### config.mk
export PLATFORM = sky130hd
export DESIGN_NAME = mem_arbiter
export DESIGN_NICKNAME = d
export VERILOG_FILES = /design/src/rtl/mem_arbiter.sv
export SDC_FILE = /design/constraint.sdc
export NUM_CORES = 1
export LEC_CHECK = 0
export BUFFER_PORTS_ARGS = -buffer_cell sky130_fd_sc_hd__buf_2
export CAP_MARGIN = 10
export CORE_ASPECT_RATIO = 0.75
export CORE_MARGIN = 4
export CORE_UTILIZATION = 45
export DETAILED_ROUTE_END_ITERATION = 6
export PLACE_DENSITY = 0.76
export SLEW_MARGIN = 10
export SYNTH_ARGS = -nofsm -noshare
export SYNTH_HDL_FRONTEND = slang
export SYNTH_SLANG_ARGS = --single-unit
export TNS_END_PERCENT = 50
### constraint.sdc
create_clock -name clk -period 2.1 [get_ports clk]
set_clock_uncertainty 0.1 [all_clocks]
set_input_delay 0.105 -clock clk [delete_from_list [all_inputs] [get_ports clk]]
set_output_delay 0.105 -clock clk [all_outputs]
set_load 0.01 [all_outputs]
### src/rtl/mem_arbiter.sv
// Shares one RAM between instruction fetch and load/store. Data has priority;
// a saturating wait counter forces fetch ahead after MAX_WAIT data grants.
module mem_arbiter #(
  parameter int AW       = 8,
  parameter int DW       = 16,
  parameter int MAX_WAIT = 4
) (
  input  logic          clk,
  input  logic          rst,
  input  logic          f_req,
  input  logic [AW-1:0] f_addr,
  output logic          f_ack,
  output logic [DW-1:0] f_rdata,
  input  logic          d_req,
  input  logic          d_we,
  input  logic [AW-1:0] d_addr,
  input  logic [DW-1:0] d_wdata,
  output logic          d_ack,
  output logic [DW-1:0] d_rdata,
  output logic          ram_en,
  output logic          ram_we,
  output logic [AW-1:0] ram_addr,
  output logic [DW-1:0] ram_wdata,
  input  logic [DW-1:0] ram_rdata,
  input  logic          ram_done,
  output logic          busy,
  output logic          owner
);

  localparam int CW = $clog2(MAX_WAIT + 1);
  localparam logic [CW-1:0] MAX_CNT = CW'(MAX_WAIT);

  typedef enum logic [1:0] {IDLE, ISSUE, WAIT, DONE} state_e;

  state_e        state_q, state_d;
  logic [CW-1:0] wait_cnt_q, wait_cnt_d;
  logic          we_q, we_d;
  logic          f_ack_q, f_ack_d, d_ack_q, d_ack_d;
  logic          ram_en_q, ram_en_d, ram_we_q, ram_we_d;
  logic [AW-1:0] ram_addr_q, ram_addr_d;
  logic [DW-1:0] ram_wdata_q, ram_wdata_d;
  logic [DW-1:0] f_rdata_q, f_rdata_d, d_rdata_q, d_rdata_d;
  logic          owner_q, owner_d, busy_q, busy_d;
  logic          pick_data;

  always_comb begin
    state_d     = state_q;
    wait_cnt_d  = wait_cnt_q;
    we_d        = we_q;
    f_ack_d     = 1'b0;
    d_ack_d     = 1'b0;
    ram_en_d    = 1'b0;
    ram_we_d    = 1'b0;
    ram_addr_d  = ram_addr_q;
    ram_wdata_d = ram_wdata_q;
    f_rdata_d   = f_rdata_q;
    d_rdata_d   = d_rdata_q;
    owner_d     = owner_q;
    pick_data   = d_req && (!f_req || (wait_cnt_q != MAX_CNT));

    unique case (state_q)
      IDLE: begin
        if (f_req || d_req) begin
          state_d  = ISSUE;
          ram_en_d = 1'b1;
          owner_d  = pick_data;
          if (pick_data) begin
            ram_addr_d  = d_addr;
            ram_wdata_d = d_wdata;
            we_d        = d_we;
            ram_we_d    = d_we;
            // only count data wins that actually made fetch wait
            if (f_req && (wait_cnt_q != MAX_CNT))
              wait_cnt_d = wait_cnt_q + CW'(1);
          end else begin
            ram_addr_d = f_addr;
            we_d       = 1'b0;
            wait_cnt_d = '0;
          end
        end
      end
      ISSUE: state_d = WAIT;
      WAIT: begin
        if (ram_done) begin
          state_d = DONE;
          f_ack_d = !owner_q;
          d_ack_d = owner_q;
          if (!owner_q)   f_rdata_d = ram_rdata;
          else if (!we_q) d_rdata_d = ram_rdata;
        end
      end
      DONE: state_d = IDLE;
      default: state_d = IDLE;
    endcase

    busy_d = (state_d != IDLE);
  end

  always_ff @(posedge clk or negedge rst) begin
    if (!rst) begin
      state_q     <= IDLE;
      wait_cnt_q  <= '0;
      we_q        <= 1'b0;
      f_ack_q     <= 1'b0;
      d_ack_q     <= 1'b0;
      ram_en_q    <= 1'b0;
      ram_we_q    <= 1'b0;
      ram_addr_q  <= '0;
      ram_wdata_q <= '0;
      f_rdata_q   <= '0;
      d_rdata_q   <= '0;
      owner_q     <= 1'b0;
      busy_q      <= 1'b0;
    end else begin
      state_q     <= state_d;
      wait_cnt_q  <= wait_cnt_d;
      we_q        <= we_d;
      f_ack_q     <= f_ack_d;
      d_ack_q     <= d_ack_d;
      ram_en_q    <= ram_en_d;
      ram_we_q    <= ram_we_d;
      ram_addr_q  <= ram_addr_d;
      ram_wdata_q <= ram_wdata_d;
      f_rdata_q   <= f_rdata_d;
      d_rdata_q   <= d_rdata_d;
      owner_q     <= owner_d;
      busy_q      <= busy_d;
    end
  end

  assign f_ack     = f_ack_q;
  assign d_ack     = d_ack_q;
  assign f_rdata   = f_rdata_q;
  assign d_rdata   = d_rdata_q;
  assign ram_en    = ram_en_q;
  assign ram_we    = ram_we_q;
  assign ram_addr  = ram_addr_q;
  assign ram_wdata = ram_wdata_q;
  assign busy      = busy_q;
  assign owner     = owner_q;

endmodule

==> results.cfg, run 1 <==
[global_route]
grt_use_met2_pct = 32.5
antenna_found_initial = 0
grt.total_usage_pct = 19.3
grt_pass1_vias = 2406
gr-total-overflow = 0
grt_use_met3_pct = 5.78
grt_max_degree = 38
top_usage_layer = met2
met1_usage_pct = 23.3
grt_pass1_wl_mm = 11.5

[worst_setup_path]
worstPathArrival_ns = 1.91
worstPathMaxFanout = 17
cp_top_family = simple AND/OR/NAND/NOR gates
required_ns = 2.22
path_cells = inv_1 -> ha_1 -> nand3_4 -> and3_4 -> mux2_2
critPathKind = reg2reg
cp_slowest_cell = and3_4
slowest_delay_ns = 0.39
critPathCaptureType = flop
path_buf_inv = 1
start_kind = flop

[power_and_ir_drop]
leakagePower_uw = 0.00204
p_switching_uw = 1930
irDropWorstVdd_v = 0.000795
p_sw_share_pct = 33.4
p_per_area_nw_per_um2 = 1390
p_int_uw = 3840
p_seq_share_pct = 39.7
pwr-share-clk_pct = 19.4
p_comb_share_pct = 40.9

[timing]
hold_viol_final = 0
drv_slew = 0
slew_headroom_pct = 52.2
worst_slew_pin_slew_ns = 0.718
fmax_mhz = 558
period_share_pct = 85.4
layout_setup_ws_ns = 0.307
fin_crit_ns = 1.79
rsz0062_at_grt = no
tns_ns = 0
finalSetupViolCount = 0

[final_layout]
layout.nets = 425
stdcell_area_sq_um = 4150
fillers = 436
syn_to_final_growth_pct = 50.0
seq_area_sq_um = 1700
multi_input_area_sq_um = 988
drive_gt1_share_pct = 50.8
final_common_cell = buf_2
antenna_cells = 0
final_cell_mix = 115 x buf_2, 68 x dfrtp_1, 52 x dlygate4sd3_1

[cts]
holdBufCountCts = 52
clockBufferDepth = 2
cts_tree = yes
cts-root-buf = clkbuf_8
cts_sinks = 68
insertion_delay_ns = 0.33
cts_resized = 0
numCtsBuffers = 9
cts_setup_buffers = 0
clk_pin_slew_ns = 0.07
cts_max_level = 3

[drt]
detail-route-antenna-nets = 0
routedWlPerCell_microns = 15.4
drt_iter0_markers = 55
wl_mm = 6.89
vias = 2197
via_per_inst = 4.90
drt-pass1-iter-count = 4
drc = 0

[placement]
hpwl_mm = 4.50
place_ws_ns = 0.304
dpl_cell_area_sq_um = 3430
finalWeightedCongestion = 0.805
portBuffers = 115

[job]
max_cap_violations = 0

[synthesis]
synth_nets = 251
synth-edff-count = 0
yosysSeqAreaShare_pct = 61.4
synth_area_leaders = dfrtp_1 61%, mux2_2 16%, mux2_4 4.9%
yosysTopAreaCell = dfrtp_1
syn_area_sq_um = 2770
synthFlopType = dfrtp_1
synthArstFlopShare_pct = 100
ys_warn_count = 0
ys_types = 32
synth_area_per_cell_sq_um = 14.4
netlist_instances = 192
ys_ff_latch = 68
netlist.area_leader.share_pct = 61.4

[floorplan]
rows = 24
io_pins = 116
die_x_microns = 98.6
die_y_microns = 76.0
coreArea_sq_um = 5890
die_area_sq_um = 7490
start_util_pct = 47.1

[run_status]
status = complete, no violations

[min_path]
hp-class = in2reg
[flip-flops by register name, summed over array words and instances, names as in the netlist]
name        cells
d_rdata        16
f_rdata        16
ram_wdata      16
ram_addr        8
wait_cnt_q      3
state_q         2
busy            1
d_ack           1
f_ack           1
owner           1
ram_en          1
ram_we          1
we_q            1
[cells in the mapped netlist, types with 2 or more instances]
master	count
and3_1	2
buf_2	3
clkbuf_1	3
dfrtp_1	68
ha_1	5
inv_1	5
mux2_2	39
mux2_4	9
nand2_1	18
nand2b_1	2
nand4_1	8
o211ai_1	8
o21ai_0	3
[through the flow]
step / util [%] / hold slack [ns] / total power, uW / cells
after floorplan: - / -0.291 / 3680 / 192
after global placement: 58.2 / 0.107 / 4490 / 381
after detailed placement: 58.2 / 0.100 / 4590 / 381
after CTS: 70.6 / 0.0793 / 5800 / 448
after global routing: 70.6 / 0.115 / 6160 / 448
final: 70.6 / 0.104 / 5770 / 448
[cells by family after synthesis]
| logic type | after synthesis | synth area share [%] |
|---|---|---|
| AOI/OAI and AO/OA | 19 | 5.24 |
| and+or+nand+nor | 38 | 7.45 |
| muxes | 48 | 20.7 |
| buffers and inverters | 14 | 2.89 |
| adders and majority gates | 5 | 2.26 |
| DFF | 68 | 61.4 |
[final timing paths]
kind | slack, ns | depth (start not counted) | endpoint | from
max in group asynchronous | 0.99 | 3 | ram_addr[3] | rst
worst max-delay path | 0.31 | 5 | ram_wdata[1] | wait_cnt_q[0]
worst min-delay path | 0.10 | 3 | ram_addr[2] | d_req
min in group asynchronous | 0.27 | 2 | f_ack | rst
worst max register to register | 0.31 | 5 | ram_wdata[1] | wait_cnt_q[0]
worst min register to register | 0.40 | 2 | ram_addr[1] | ram_addr[1]
[final cells by class]
cell class	instances	area share [%]
Sequential cell	68	41.0
Multi-Input combinational cell	110	23.8
Clock inverter	5	1.87
Inverter	6	0.542
Clock buffer	10	3.07
Timing Repair Buffer	171	27.4
Tap cell	78	2.35
[power groups by stage]
stage | clock [uW] | sequential, uW | combinational, uW
2_1_floorplan | 0 | 2570 | 1110
3_3_place_gp | 0 | 2270 | 2220
3_5_place_dp | 0 | 2290 | 2290
4_1_cts | 1150 | 2280 | 2370
5_1_grt | 1200 | 2380 | 2590
6_report | 1120 | 2290 | 2360
[worst reg2reg max path, stage by stage (launching register included)]
cell and delay [ns]:
dfrtp_1 0.38, inv_1 0.06, ha_1 0.24, nand3_4 0.13
and3_4 0.39, mux2_2 0.38
[metal layers]
layer  wire length (microns)  vias up  share of wire, %
li1                        -     1031                 -
met1                    2940     1062                43
met2                    3380       93                49
met3                     438       11               6.4
met4                     127        0               1.8
met5                       0        -                 0
Power figures use the tool's default switching activity.
==> run 2, diff against run 1 <==
Settings changed: CAP_MARGIN 10 to default, CORE_MARGIN 4 to default, CTS_BUF_LIST from default to sky130_fd_sc_hd__clkbuf_8.
==> run 2 against run 1 <==
  * First-iteration DRC count increased by 100%
  * Non-clock buffer count fell by 1
  * Critical path depth is the same
  * Routed wire length up 0.84%
  * Largest cell class unchanged
  * Clock power rose by 9.8%
  * Sequential share of layout area shrank 0.20 points
  * Die area shrank 14%
  * Maximum frequency decreased by 2.0%
  * Clock-buffer cell count is 1 higher
  * Utilization is 0.34 points higher
  * Combinational power about the same
==> results.cfg, run 2 (synthesis gave the netlist of run 1 again) <==
[floorplan]
die_x_microns = 92.6
rows = 24
die_y_microns = 70.0
die_area_sq_um = 6480
io_pins = 116
start_util_pct = 47.1
coreArea_sq_um = 5890

[cts]
cts_tree = yes
insertion_delay_ns = 0.34
holdBufCountCts = 51
cts_sinks = 68
numCtsBuffers = 9
cts-root-buf = clkbuf_8
cts_max_level = 3
cts_resized = 0
cts_setup_buffers = 0
clk_pin_slew_ns = 0.07
clockBufferDepth = 2

[global_route]
met1_usage_pct = 26.0
grt_pass1_vias = 2391
grt_use_met3_pct = 7.63
grt_pass1_wl_mm = 11.3
grt_max_degree = 47
grt.total_usage_pct = 23.3
antenna_found_initial = 0
top_usage_layer = met2
grt_use_met2_pct = 41.8
gr-total-overflow = 0

[power_and_ir_drop]
total_power_uw = 5880
p_per_area_nw_per_um2 = 1410
irDropWorstVdd_v = 0.000736
leakagePower_uw = 0.00205

[timing]
fmax_mhz = 547
slew_headroom_pct = 64.8
rsz0062_at_grt = no
fin_crit_ns = 1.83
finalSetupViolCount = 0
drv_slew = 0
period_share_pct = 87.1
tns_ns = 0
worst_slew_pin_slew_ns = 0.528
hold_viol_final = 0

[worst_setup_path]
critPathKind = reg2reg
required_ns = 2.23
regToRegStartpoint = wait_cnt_q[0]
critPathCaptureType = flop
worstPathMaxFanout = 17
startpoint = wait_cnt_q[0]
start_kind = flop
worstPathArrival_ns = 1.96

[drt]
vias = 2204
drc = 0
detail-route-antenna-nets = 0
wl_mm = 6.95
drt_iter0_markers = 111
via_per_inst = 4.92
routedWlPerCell_microns = 15.5
drt-pass1-iter-count = 4

[final_layout]
antenna_cells = 0
final_cell_mix = 115 x buf_2, 68 x dfrtp_1, 51 x dlygate4sd3_1
seq_area_sq_um = 1700
layout.nets = 424
syn_to_final_growth_pct = 50.7
final_common_cell = buf_2
fillers = 430
multi_input_area_sq_um = 988
stdcell_area_sq_um = 4170
drive_gt1_share_pct = 51.4

[job]
max_cap_violations = 0

[run_status]
status = complete, no violations

[placement]
portBuffers = 115
finalWeightedCongestion = 0.729
dpl_cell_area_sq_um = 3430
hpwl_mm = 4.14

[min_path]
hp-class = in2reg
hp-start = f_req
-- run 2: through the flow --
stage / cells / hold slack, ns / setup WS (ns) / util [%]
detailed placement: 381 / 0.00823 / 0.278 / 58.2
finish: 448 / 0.0109 / 0.271 / 70.9
global route: 448 / 0.0364 / 0.182 / 70.9
global placement: 381 / 0.00671 / 0.332 / 58.2
floorplan: 192 / -0.291 / 0.325 / -
CTS: 448 / 0.00742 / 0.272 / 70.9
-- run 2: final cells by class --
cell class                 count  share of cell area (%)
sequential                    68                    40.8
timing repair buffer         170                    27.0
multi-input combinational    110                    23.7
clock buffer                  11                    3.63
tap                           78                    2.34
clock inverter                 5                    2.01
inverter                       6                   0.540
-- run 2: final timing paths --
| kind | endpoint | slack (ns) | depth (start not counted) |
|---|---|---|---|
| setup / recovery | ram_wdata[0] | 0.27 | 5 |
| hold / removal | wait_cnt_q[1] | 0.01 | 3 |
| setup reg to reg | ram_wdata[0] | 0.27 | 5 |
| hold reg to reg | ram_addr[7] | 0.40 | 2 |
| max in group asynchronous | we_q | 1.12 | 3 |
| min in group asynchronous | f_rdata[14] | 0.16 | 2 |
-- run 2: where the power goes --
part / internal, uW / switching (uW)
sequential: 1950 / 333
combinational: 1230 / 1130
clock: 735 / 495
total: 3920 / 1960
-- run 2: per-layer routing --
| metal | vias up | part of all wire (%) |
|---|---|---|
| li1 | 1032 | - |
| met3 | 20 | 6.4 |
| met2 | 102 | 50 |
| met1 | 1050 | 41 |
| met5 | - | 0 |
| met4 | 0 | 2.4 |
-- run 2: worst max-delay path: stages (launching register included) --
cell     delay (ns)
dfrtp_1        0.39
inv_1          0.06
ha_1           0.25
nand3_4        0.14
and3_4         0.40
mux2_2         0.37
